### src/rtl/seq_detect_param.sv
`default_nettype none
// ----------------------------------------------------------------------------
// seq_detect_param : KMP-table serial pattern detector with saturating counter
// Rev 1.0
// ----------------------------------------------------------------------------
module seq_detect_param #(
  parameter int             N       = 5,
  parameter logic [N-1:0]   PATTERN = 5'b10010,
  parameter bit             OVERLAP = 1'b1,
  parameter bit             MOORE   = 1'b0,
  parameter int             CNT_W   = 8
) (
  input  logic             clk,
  input  logic             rst,
  input  logic             en,
  input  logic             x,
  input  logic             clear_cnt,
  output logic             z,
  output logic [CNT_W-1:0] match_cnt,
  output logic             cnt_sat
);

  localparam int              c_sw    = $clog2(N + 1);
  localparam int              c_depth = 2 ** c_sw;
  localparam logic [c_sw-1:0] c_last  = c_sw'(N - 1);

  function automatic bit pat_bit(input int i);
    logic [N-1:0] sh;
    sh = PATTERN >> i;
    return sh[0];
  endfunction

  // Longest proper prefix (length < N) that is a suffix of prefix(s) followed
  // by b. For s = N-1 and b = PATTERN[0] this is the full-pattern failure length.
  function automatic int kmp_next(input int s, input int b);
    int best;
    int m;
    bit ok;
    bit cand;
    best = 0;
    for (int k = 1; k < N; k++) begin
      if (k <= s + 1) begin
        ok = 1'b1;
        for (int j = 0; j < k; j++) begin
          m    = s + 1 - k + j;
          cand = (m < s) ? pat_bit(N - 1 - m) : (b != 0);
          if (pat_bit(N - 1 - j) != cand) ok = 1'b0;
        end
        if (ok) best = k;
      end
    end
    return best;
  endfunction

  logic [c_sw-1:0] nxt0 [c_depth];
  logic [c_sw-1:0] nxt1 [c_depth];

  generate
    for (genvar gi = 0; gi < c_depth; gi++) begin : g_tab
      if (gi < N) begin : g_live
        localparam logic [c_sw-1:0] c_nxt0 = c_sw'(kmp_next(gi, 0));
        localparam logic [c_sw-1:0] c_nxt1 = c_sw'(kmp_next(gi, 1));
        assign nxt0[gi] = c_nxt0;
        assign nxt1[gi] = c_nxt1;
      end else begin : g_pad
        assign nxt0[gi] = '0;
        assign nxt1[gi] = '0;
      end
    end
  endgenerate

  logic [c_sw-1:0]  s_q, s_d;
  logic [CNT_W-1:0] cnt_q, cnt_d;
  logic             hit;

  assign hit       = en & (s_q == c_last) & (x == PATTERN[0]);
  assign cnt_sat   = &cnt_q;
  assign match_cnt = cnt_q;

  always_comb begin
    s_d = s_q;
    if (en) begin
      if (hit && !OVERLAP) s_d = '0;
      else                 s_d = x ? nxt1[s_q] : nxt0[s_q];
    end
    // Clear takes priority over a coincident match.
    cnt_d = cnt_q;
    if (clear_cnt)              cnt_d = '0;
    else if (hit && !cnt_sat)   cnt_d = cnt_q + CNT_W'(1);
  end

  always_ff @(posedge clk or posedge rst) begin
    if (rst) begin
      s_q   <= '0;
      cnt_q <= '0;
    end else begin
      s_q   <= s_d;
      cnt_q <= cnt_d;
    end
  end

  generate
    if (MOORE) begin : g_moore
      logic z_q, z_d;
      assign z_d = hit;
      always_ff @(posedge clk or posedge rst) begin
        if (rst) z_q <= 1'b0;
        else     z_q <= z_d;
      end
      assign z = z_q;
    end else begin : g_mealy
      assign z = hit;
    end
  endgenerate

endmodule
`default_nettype wire
### config.mk
export PLATFORM = sky130hd
export DESIGN_NAME = seq_detect_param
export DESIGN_NICKNAME = d
export VERILOG_FILES = /design/src/rtl/seq_detect_param.sv
export SDC_FILE = /design/constraint.sdc
export NUM_CORES = 1
export LEC_CHECK = 0
export CAP_MARGIN = 10
export CORE_AREA = 2 2 39 41
export CTS_CLUSTER_SIZE = 10
export DETAILED_ROUTE_END_ITERATION = 12
export DIE_AREA = 0 0 41 43
export PLACE_DENSITY = 0.77
export RECOVER_POWER = 100
export SLEW_MARGIN = 10
export SYNTH_ARGS = -nofsm -noshare
export SYNTH_HDL_FRONTEND = slang
export SYNTH_SLANG_ARGS = --single-unit
export TNS_END_PERCENT = 5
### constraint.sdc
create_clock -name clk -period 4.8 [get_ports clk]
set_input_delay 0.96 -clock clk [delete_from_list [all_inputs] [get_ports clk]]
set_output_delay 0.96 -clock clk [all_outputs]
set_load 0.1 [all_outputs]
After elaboration in Yosys (flattened, before gate mapping)

Memory sizes are Yosys's and may differ from the RTL's.
Index checks and enable logic that the tools add are counted.

Bits in registers: 11
Memory bits (read-only): 48
Input port bits: 5
Output and inout bits: 10
Logic and storage cells: 22
Memories kept: 2

Memories:

| memory           | depth | width | rd ports | clocked after Yosys merged registers in | write ports | RTL line | RTL |
|---|---|---|---|---|---|---|---|
| (name not given) | 8     | 3     | 1        | 0                                       | 0           | 84       | `else s_d = x ? nxt1[s_q] : nxt0[s_q];` |
| (name not given) | 8     | 3     | 1        | 0                                       | 0           | 84       |  |

Add/subtract/negate cells: 1
$lt $le $gt $ge: 1
Equality and inequality tests: 1
Mux-type cells: 7
Bitwise gates (word level): 4
Reductions and logical operators: 4

Operator list:

| cell                                                           | count |
|---|---|
| 8-bit 2-to-1 mux                                               | 2 |
| 3-bit 2-to-1 mux                                               | 5 |
| 8-bit by 1-bit adder with 8-bit output (second input constant) | 1 |
| 8-bit AND reduction                                            | 1 |
| 4-bit >= comparator (second input constant)                    | 1 |
| 3-bit NOT with 4-bit output                                    | 1 |
| 3-bit == test (second input constant)                          | 1 |
| 1-bit AND                                                      | 2 |
| 2-bit nonzero test                                             | 1 |
| 1-bit logical AND                                              | 1 |
| 1-bit zero test                                                | 1 |
| 1-bit NOT                                                      | 1 |

Logic depth before layout (Yosys ltp)

Gate-level depths: netlist of the first run.

Word-level depth: 6
Mapped depth: 7
Gate-level depth less buffers: 6

Least setup slack after synthesis of the first run

No wires, ideal clock.

Path type: flip-flop to output port
Start: register cnt_q[0], in the netlist match_cnt[0]
End: output port cnt_sat
Arrival time: 2.797 ns
Data required time: 3.840 ns
Slack: 1.043 ns
Cell stages (with the launch flop): 4
Buffers on the path: 0
Cell sequence: dfrtp_1 > ha_1 > nand4_2 > nor2_1

Cells in the longest elaborated chain, start to end: 1

Ends and longest elaborated chain:

| element                | RTL line | RTL |
|---|---|---|
| start, declared        | 73       | `logic [CNT_W-1:0] cnt_q, cnt_d;` |
| start signal, assigned | 98       | `cnt_q <= cnt_d;` |
| 8-bit AND reduction    | 77       | `assign cnt_sat = &cnt_q;` |
| end, declared          | 20       | `output logic cnt_sat` |

No other way between the ends.

Worst setup path in the final report of the first run

Start: input port x
End: output port z

Cells in the longest elaborated chain, start to end: 2

Ends and longest elaborated chain:

| element         | RTL line | RTL |
|---|---|---|
| start, declared | 16       | `input logic x,` |
| 1-bit NOT       | 76       | `assign hit = en & (s_q == c_last) & (x == PATTERN[0]);` |
| 1-bit AND       | 76       |  |
| end, declared   | 18       | `output logic z,` |

No other way between the ends.

==> impl_metrics.tcl, run 1 <==
set metrics [dict create \
    gp_congestion 0.709 \
    yosysSeqAreaShare_pct 43.0 \
    grt_pass1_wl_mm 1.56 \
    endpoint_kind_of_the_worst_setup_timing_path "output pin" \
    clock_latency_ns 0.26 \
    layout-drive-gt1-share_pct 7.59 \
    drt.antenna.violating_nets 0 \
    vias 498 \
    mappedNetlistNets 72 \
    syn-instance-count 63 \
    worst-endpoint-required_ns 3.84 \
    cts_buffer_count 3 \
    detailed_router_iteration_count_before_antenna_repair 5 \
    cts_max_path_buffers 2 \
    timing_worst_setup_path_type "input port to output pin" \
    layout.area.seq_um2 275 \
    vias_in_the_first_global_route 372 \
    fin_total_pwr_mw 0.192 \
    achievable-frequency_mhz 264 \
    critical_path_fanouts_max 6 \
    wl_per_cell_um 10.4 \
    postCtsSetupRepairBufs 0 \
    report.final.slew_viol_count 0 \
    leakagePower_nw 0.388 \
    row_count 14 \
    synth_top_cell_by_area "sky130_fd_sc_hd__dfrtp_1" \
    diodes 0 \
    boundaryPins 15 \
    pin_count_of_the_biggest_net_entering_global_routing 12 \
    totalWireLength_um 990 \
    fin_nets 89 \
    timing_worst_slew_pin_value_ns 1.16 \
    remaining_drc_errors 0 \
    start_util_pct 46.3 \
    worstPathArrival_ns 2.83 \
    netlist_top_cells_area "sky130_fd_sc_hd__dfrtp_1 (43%), sky130_fd_sc_hd__ha_1 (7.8%), sky130_fd_sc_hd__mux2i_1 (6.3%), sky130_fd_sc_hd__nor2_1 (5.9%), sky130_fd_sc_hd__xor2_1 (4.1%)" \
    core_region_area_mm2 0.00138 \
    synth.ff_latch_count 11 \
    relSlewSlack_pct 23.2 \
    holdBufCountCts 0 \
    floorplan.die_area_mm2 0.00176 \
    height_of_the_die_um 43 \
    gr_usage_total_pct 13.7 \
    asyncSetResetFlopFracSynth_pct 100 \
    ir_worst_vdd_v 0.000144 \
    htree_levels 1 \
    synth_warn 0 \
    worst_setup_path_start_kind "input port" \
    place_hpwl_um 800 \
    layout_min_cycle_time_ns 3.79 \
    grt_setup_unrepaired "no" \
    globalRouteOverflowTotal 0 \
    cts.sink_count 11 \
    cts_root_buf "sky130_fd_sc_hd__clkbuf_4" \
    cts_resized 0 \
    synth_enable_flop_cells 0 \
    synth.cell_area_um2 641 \
    synth_flop_cell "sky130_fd_sc_hd__dfrtp_1" \
    grt_antenna_before_repair 0 \
    post-synth-top-area-fraction_pct 43.0 \
    synth.avg_cell_area_um2 10.2 \
    final.setup_skew_ns 0.000982 \
    run_status "finished clean" \
    drv_cap 0 \
    multiInputGateArea_um2 315 \
    vias_per_cell 5.24 \
    floorplan.die.width_um 41 \
    io_buffers 14 \
    final_hold_fails 0 \
    final-setup-viol-count 0 \
    fillers 128 \
    clock_tree_from_tritoncts "yes" \
    tns_ns 0 \
    post_synth_num_cell_types 23 \
    timing.hold.worst.class "flip-flop to flip-flop" \
    violation_count_after_the_first_detailed_routing_iteration 4 \
    areaGrowthSynthToFinish_pct 22.7 \
    clk_pin_slew_worst_paths_ns 0.06 \
    pwr_density_cell_mw_per_mm2 244 \
    final_cycle_share_pct 78.9 \
]
-- worst paths after layout --
path	start	to	slack (ns)	depth (start not counted)
setup / recovery	x	z	1.01	3
hold / removal	s_q[2]	s_q[2]	0.57	1
setup reg to reg	s_q[0]	match_cnt[7]	3.04	6
hold reg to reg	s_q[2]	s_q[2]	0.57	1
max in group asynchronous	rst	s_q[0]	3.40	2
min in group asynchronous	rst	match_cnt[5]	1.12	2
-- report_power, final --
group          internal (mW)  leakage, nW  switching [mW]
sequential            0.0974        0.150         0.00473
clock                 0.0322       0.0150          0.0288
combinational         0.0125        0.223          0.0161
total                  0.142        0.388          0.0496
-- registers in the layout, indices dropped and copies added, names as in the netlist --
name	cells
match_cnt	8
s_q	3
-- area by class of cell --
type / instances / share of cell area [%]
repair buffers: 14 / 17.0
well taps: 16 / 2.55
flip-flops and latches: 11 / 35.0
inverters: 4 / 1.91
clock buffers: 4 / 3.34
multi-input cells: 46 / 40.1
-- stage by stage --
| stage | instance area, um^2 | setup WS [ns] | instances | hold WS [ns] | util (%) |
|---|---|---|---|---|---|
| 2_1_floorplan | 641 | 1.04 | 63 | 0.514 | - |
| 3_3_place_gp | 777 | 1.61 | 91 | 0.554 | 56.1 |
| 3_5_place_dp | 777 | 1.59 | 91 | 0.563 | 56.1 |
| 4_1_cts | 803 | 1.48 | 95 | 0.574 | 58.0 |
| 5_1_grt | 786 | 0.959 | 95 | 0.599 | 56.8 |
| 6_report | 786 | 1.01 | 95 | 0.572 | 56.8 |
-- cell usage after synthesis (2+ instances only) --
cell and instances:
sky130_fd_sc_hd__dfrtp_1 11, sky130_fd_sc_hd__nor2_1 10, sky130_fd_sc_hd__ha_1 4, sky130_fd_sc_hd__inv_1 4
sky130_fd_sc_hd__mux2i_1 4, sky130_fd_sc_hd__o21ai_0 4, sky130_fd_sc_hd__a21oi_1 3, sky130_fd_sc_hd__nand2_1 3
sky130_fd_sc_hd__xor2_1 3, sky130_fd_sc_hd__nand3_1 2, sky130_fd_sc_hd__nand4_1 2, sky130_fd_sc_hd__or3_1 2
-- worst max-delay path, cell delays in order --
cell,delay [ns]
sky130_fd_sc_hd__dlygate4sd3_1,0.60
sky130_fd_sc_hd__and4b_1,0.38
sky130_fd_sc_hd__clkbuf_1,0.89
-- layer usage --
metal / vias to the layer above / wire [um] / global-route usage (%) / part of all wire [%]
met3: 3 / 61 / 3.14 / 6.2
met1: 217 / 460 / 18.2 / 46
met2: 23 / 441 / 17.5 / 45
li1: 255 / - / - / -
met4: 0 / 27 / 12.0 / 2.7
met5: - / 0 / 0 / 0
-- cells in the final DEF (no fill, tap or decap), drive strengths merged --
master,netlist,layout
dlygate4sd3,0,11
dfrtp,11,11
nor2,10,10
clkbuf,0,5
o21ai,4,4
mux2i,4,4
inv,4,4
ha,4,4
a21oi,3,3
nand2,3,3
xor2,3,3
nand4,3,3
nand3,2,2
o211ai,2,2
or3,2,2
clkdlybuf4s50,0,2
and4b,1,1
and3,1,1
and4bb,1,1
xnor2,1,1
a211oi,1,1
a31oi,1,1
-- logic make-up (layout without fill, tap and decap cells) --
family	Yosys count	after routing	synth area share (%)
adders and majority gates	4	4	7.81
muxes	4	4	6.25
buffers and inverters	6	22	5.66
DFF	11	11	43.0
and+or+nand+nor	23	23	19.7
AOI/OAI and AO/OA	11	11	12.1
xor gates and xnor gates	4	4	5.47
Power figures use the tool's default switching activity.
==> run 2, diff against run 1 <==
Settings changed: CORE_AREA 2 2 39 41 to not set, CORE_MARGIN set to 1, CORE_UTILIZATION set to 42, DIE_AREA 0 0 41 43 to not set, PLACE_DENSITY 0.77 to 0.72.
Clock period 4.8 ns to 3.4 ns, I/O delays scaled along.
==> run 2 against run 1 <==
Net effect: worst setup slack got worse by 0.49 ns; total power increased by 41%; hold slack worse by 0.0076 ns; combinational power rose by 41%; via count rose by 1.2%; count of clock-buffer cells in the layout stayed put; non-clock buffer count unchanged; clock power grew 42%; cell area is 6.1% lower; critical endpoint unchanged; highest routed layer unchanged.
==> impl_metrics.tcl, run 2 (synthesized netlist as in run 1, its figures left out) <==
set metrics [dict create \
    run_status "finished clean" \
    most-common-layout-cells "sky130_fd_sc_hd__dfrtp_1 (11), sky130_fd_sc_hd__nor2_1 (9), sky130_fd_sc_hd__clkbuf_1 (9)" \
    diodes 0 \
    height_of_the_die_um 41.1 \
    layout_min_cycle_time_ns 2.88 \
    ir_worst_vdd_v 0.000174 \
    endpoint_kind_of_the_worst_setup_timing_path "output pin" \
    vias 504 \
    achievable-frequency_mhz 348 \
    largest_reg_flops 8 \
    violation_count_after_the_first_detailed_routing_iteration 6 \
    postLayoutCellArea_um2 738 \
    leakagePower_nw 0.345 \
    detailed_router_iteration_count_before_antenna_repair 4 \
    grt_pass1_wl_mm 1.81 \
    timing_worst_setup_path_type "input port to output pin" \
    relSlewSlack_pct 22.7 \
    path_buf_inv 2 \
    worst-endpoint-required_ns 2.72 \
    core_region_area_mm2 0.00137 \
    cts_root_buf "sky130_fd_sc_hd__clkbuf_4" \
    worst_r2r_path_depth 6 \
    totalWireLength_mm 1.16 \
    critPathTopFamily "buffers and inverters" \
    cts_buffer_count 3 \
    gp_congestion 0.673 \
    postCtsSetupRepairBufs 0 \
    final_critical_path_setup_slack_ns 0.523 \
    holdBufCountCts 0 \
    drv_cap 0 \
    floorplan.die.width_um 41.1 \
    dpl-instance-area_um2 771 \
    hold_ws_ns 0.564 \
    critical_path_depth 3 \
    areaGrowthSynthToFinish_pct 15.2 \
    timing.hold.worst.class "flip-flop to flip-flop" \
    worst_path_max_delay_cell "sky130_fd_sc_hd__dlygate4sd3_1" \
    tns_ns 0 \
    place_hpwl_um 886 \
    start_util_pct 46.9 \
    worst_setup_path_start_kind "input port" \
    drt.antenna.violating_nets 0 \
    clk_pin_slew_worst_paths_ns 0.07 \
    gr_usage_total_pct 16.5 \
    cts_max_path_buffers 2 \
    pwr_density_cell_mw_per_mm2 367 \
    remaining_drc_errors 0 \
    timing_worst_slew_pin_value_ns 1.16 \
    timing.critical_path.from "x" \
    layout-drive-gt1-share_pct 10.1 \
    final_hold_fails 0 \
    cts.sink_count 11 \
    io_buffers 14 \
    grt_antenna_before_repair 0 \
    wl_per_cell_um 12.3 \
    vias_in_the_first_global_route 424 \
    htree_levels 1 \
    route.top_layer_used "met4" \
    met1_wire_length_um 547 \
    worstPathArrival_ns 2.20 \
    final-setup-viol-count 0 \
    clock_latency_ns 0.26 \
    grt_setup_unrepaired "no" \
    hold_path_depth 1 \
    pin_count_of_the_biggest_net_entering_global_routing 12 \
    clock_tree_from_tritoncts "yes" \
    vias_per_cell 5.36 \
    fin_nets 89 \
    met3_length_um 54 \
    layout_commonest_cell "sky130_fd_sc_hd__dfrtp_1" \
    globalRouteOverflowTotal 0 \
    hp-start "s_q[2]" \
    r2r-start "s_q[0]" \
    worstPathCellList "dlygate4sd3_1, and4b_1, clkbuf_2" \
    final_cycle_share_pct 84.6 \
    critical_path_fanouts_max 6 \
    report.final.slew_viol_count 0 \
    cts_resized 0 \
    row_count 13 \
    wl_met2_um 549 \
    place_worst_setup_slack_ns 0.803 \
    timing.critical_path.slowest_cell_delay_ns 0.61 \
    final.setup_skew_ns 0.00499 \
    boundaryPins 15 \
    floorplan.die_area_mm2 0.00169 \
]
[run 2: changes by cell type in the layout (fill, tap and decap cells not counted), sizes merged]
cell	delta
clkbuf	+8
dlygate4sd3	-7
clkdlybuf4s50	-1
[run 2: worst reg2reg max path, cell delays in order, from the launching register on]
cell and delay (ns):
sky130_fd_sc_hd__dfrtp_1 0.40, sky130_fd_sc_hd__inv_1 0.09, sky130_fd_sc_hd__ha_1 0.19, sky130_fd_sc_hd__and4b_1 0.33
sky130_fd_sc_hd__o211ai_1 0.21, sky130_fd_sc_hd__or3_1 0.35, sky130_fd_sc_hd__a21oi_1 0.14
[run 2: layout make-up]
| class | count | area (um^2) |
|---|---|---|
| clock buffers | 4 | 26.3 |
| well taps | 15 | 18.8 |
| multi-input cells | 46 | 318 |
| flip-flops and latches | 11 | 275 |
| inverters | 4 | 15.0 |
| repair buffers | 14 | 85.1 |
| fillers | 142 | 628 |
[run 2: metrics by stage]
stage / instances / utilization (%) / total power, mW
2_1_floorplan: 63 / - / 0.175
3_3_place_gp: 90 / 56.4 / 0.188
3_5_place_dp: 90 / 56.4 / 0.189
4_1_cts: 94 / 58.3 / 0.277
5_1_grt: 94 / 54.0 / 0.290
6_report: 94 / 54.0 / 0.271
[run 2: routing by layer]
layer	global-route usage, %	up-vias
li1	-	253
met1	21.5	237
met2	27.0	12
met3	1.63	2
met4	7.50	0
met5	0	-
[run 2: final timing paths]
kind                                      to  slack [ns]
min in group asynchronous       match_cnt[5]        0.85
worst min register to register        s_q[2]        0.56
worst min-delay path                  s_q[2]        0.56
worst max register to register  match_cnt[5]        1.62
max in group asynchronous       match_cnt[4]        2.25
worst max-delay path                       z        0.52
[run 2: report_power, final]
group	total, mW	internal [mW]	switching, mW	leakage, nW
sequential	0.144	0.137	0.00626	0.150
combinational	0.0404	0.0173	0.0231	0.181
clock	0.0869	0.0452	0.0417	0.0150
total	0.271	0.200	0.0711	0.345
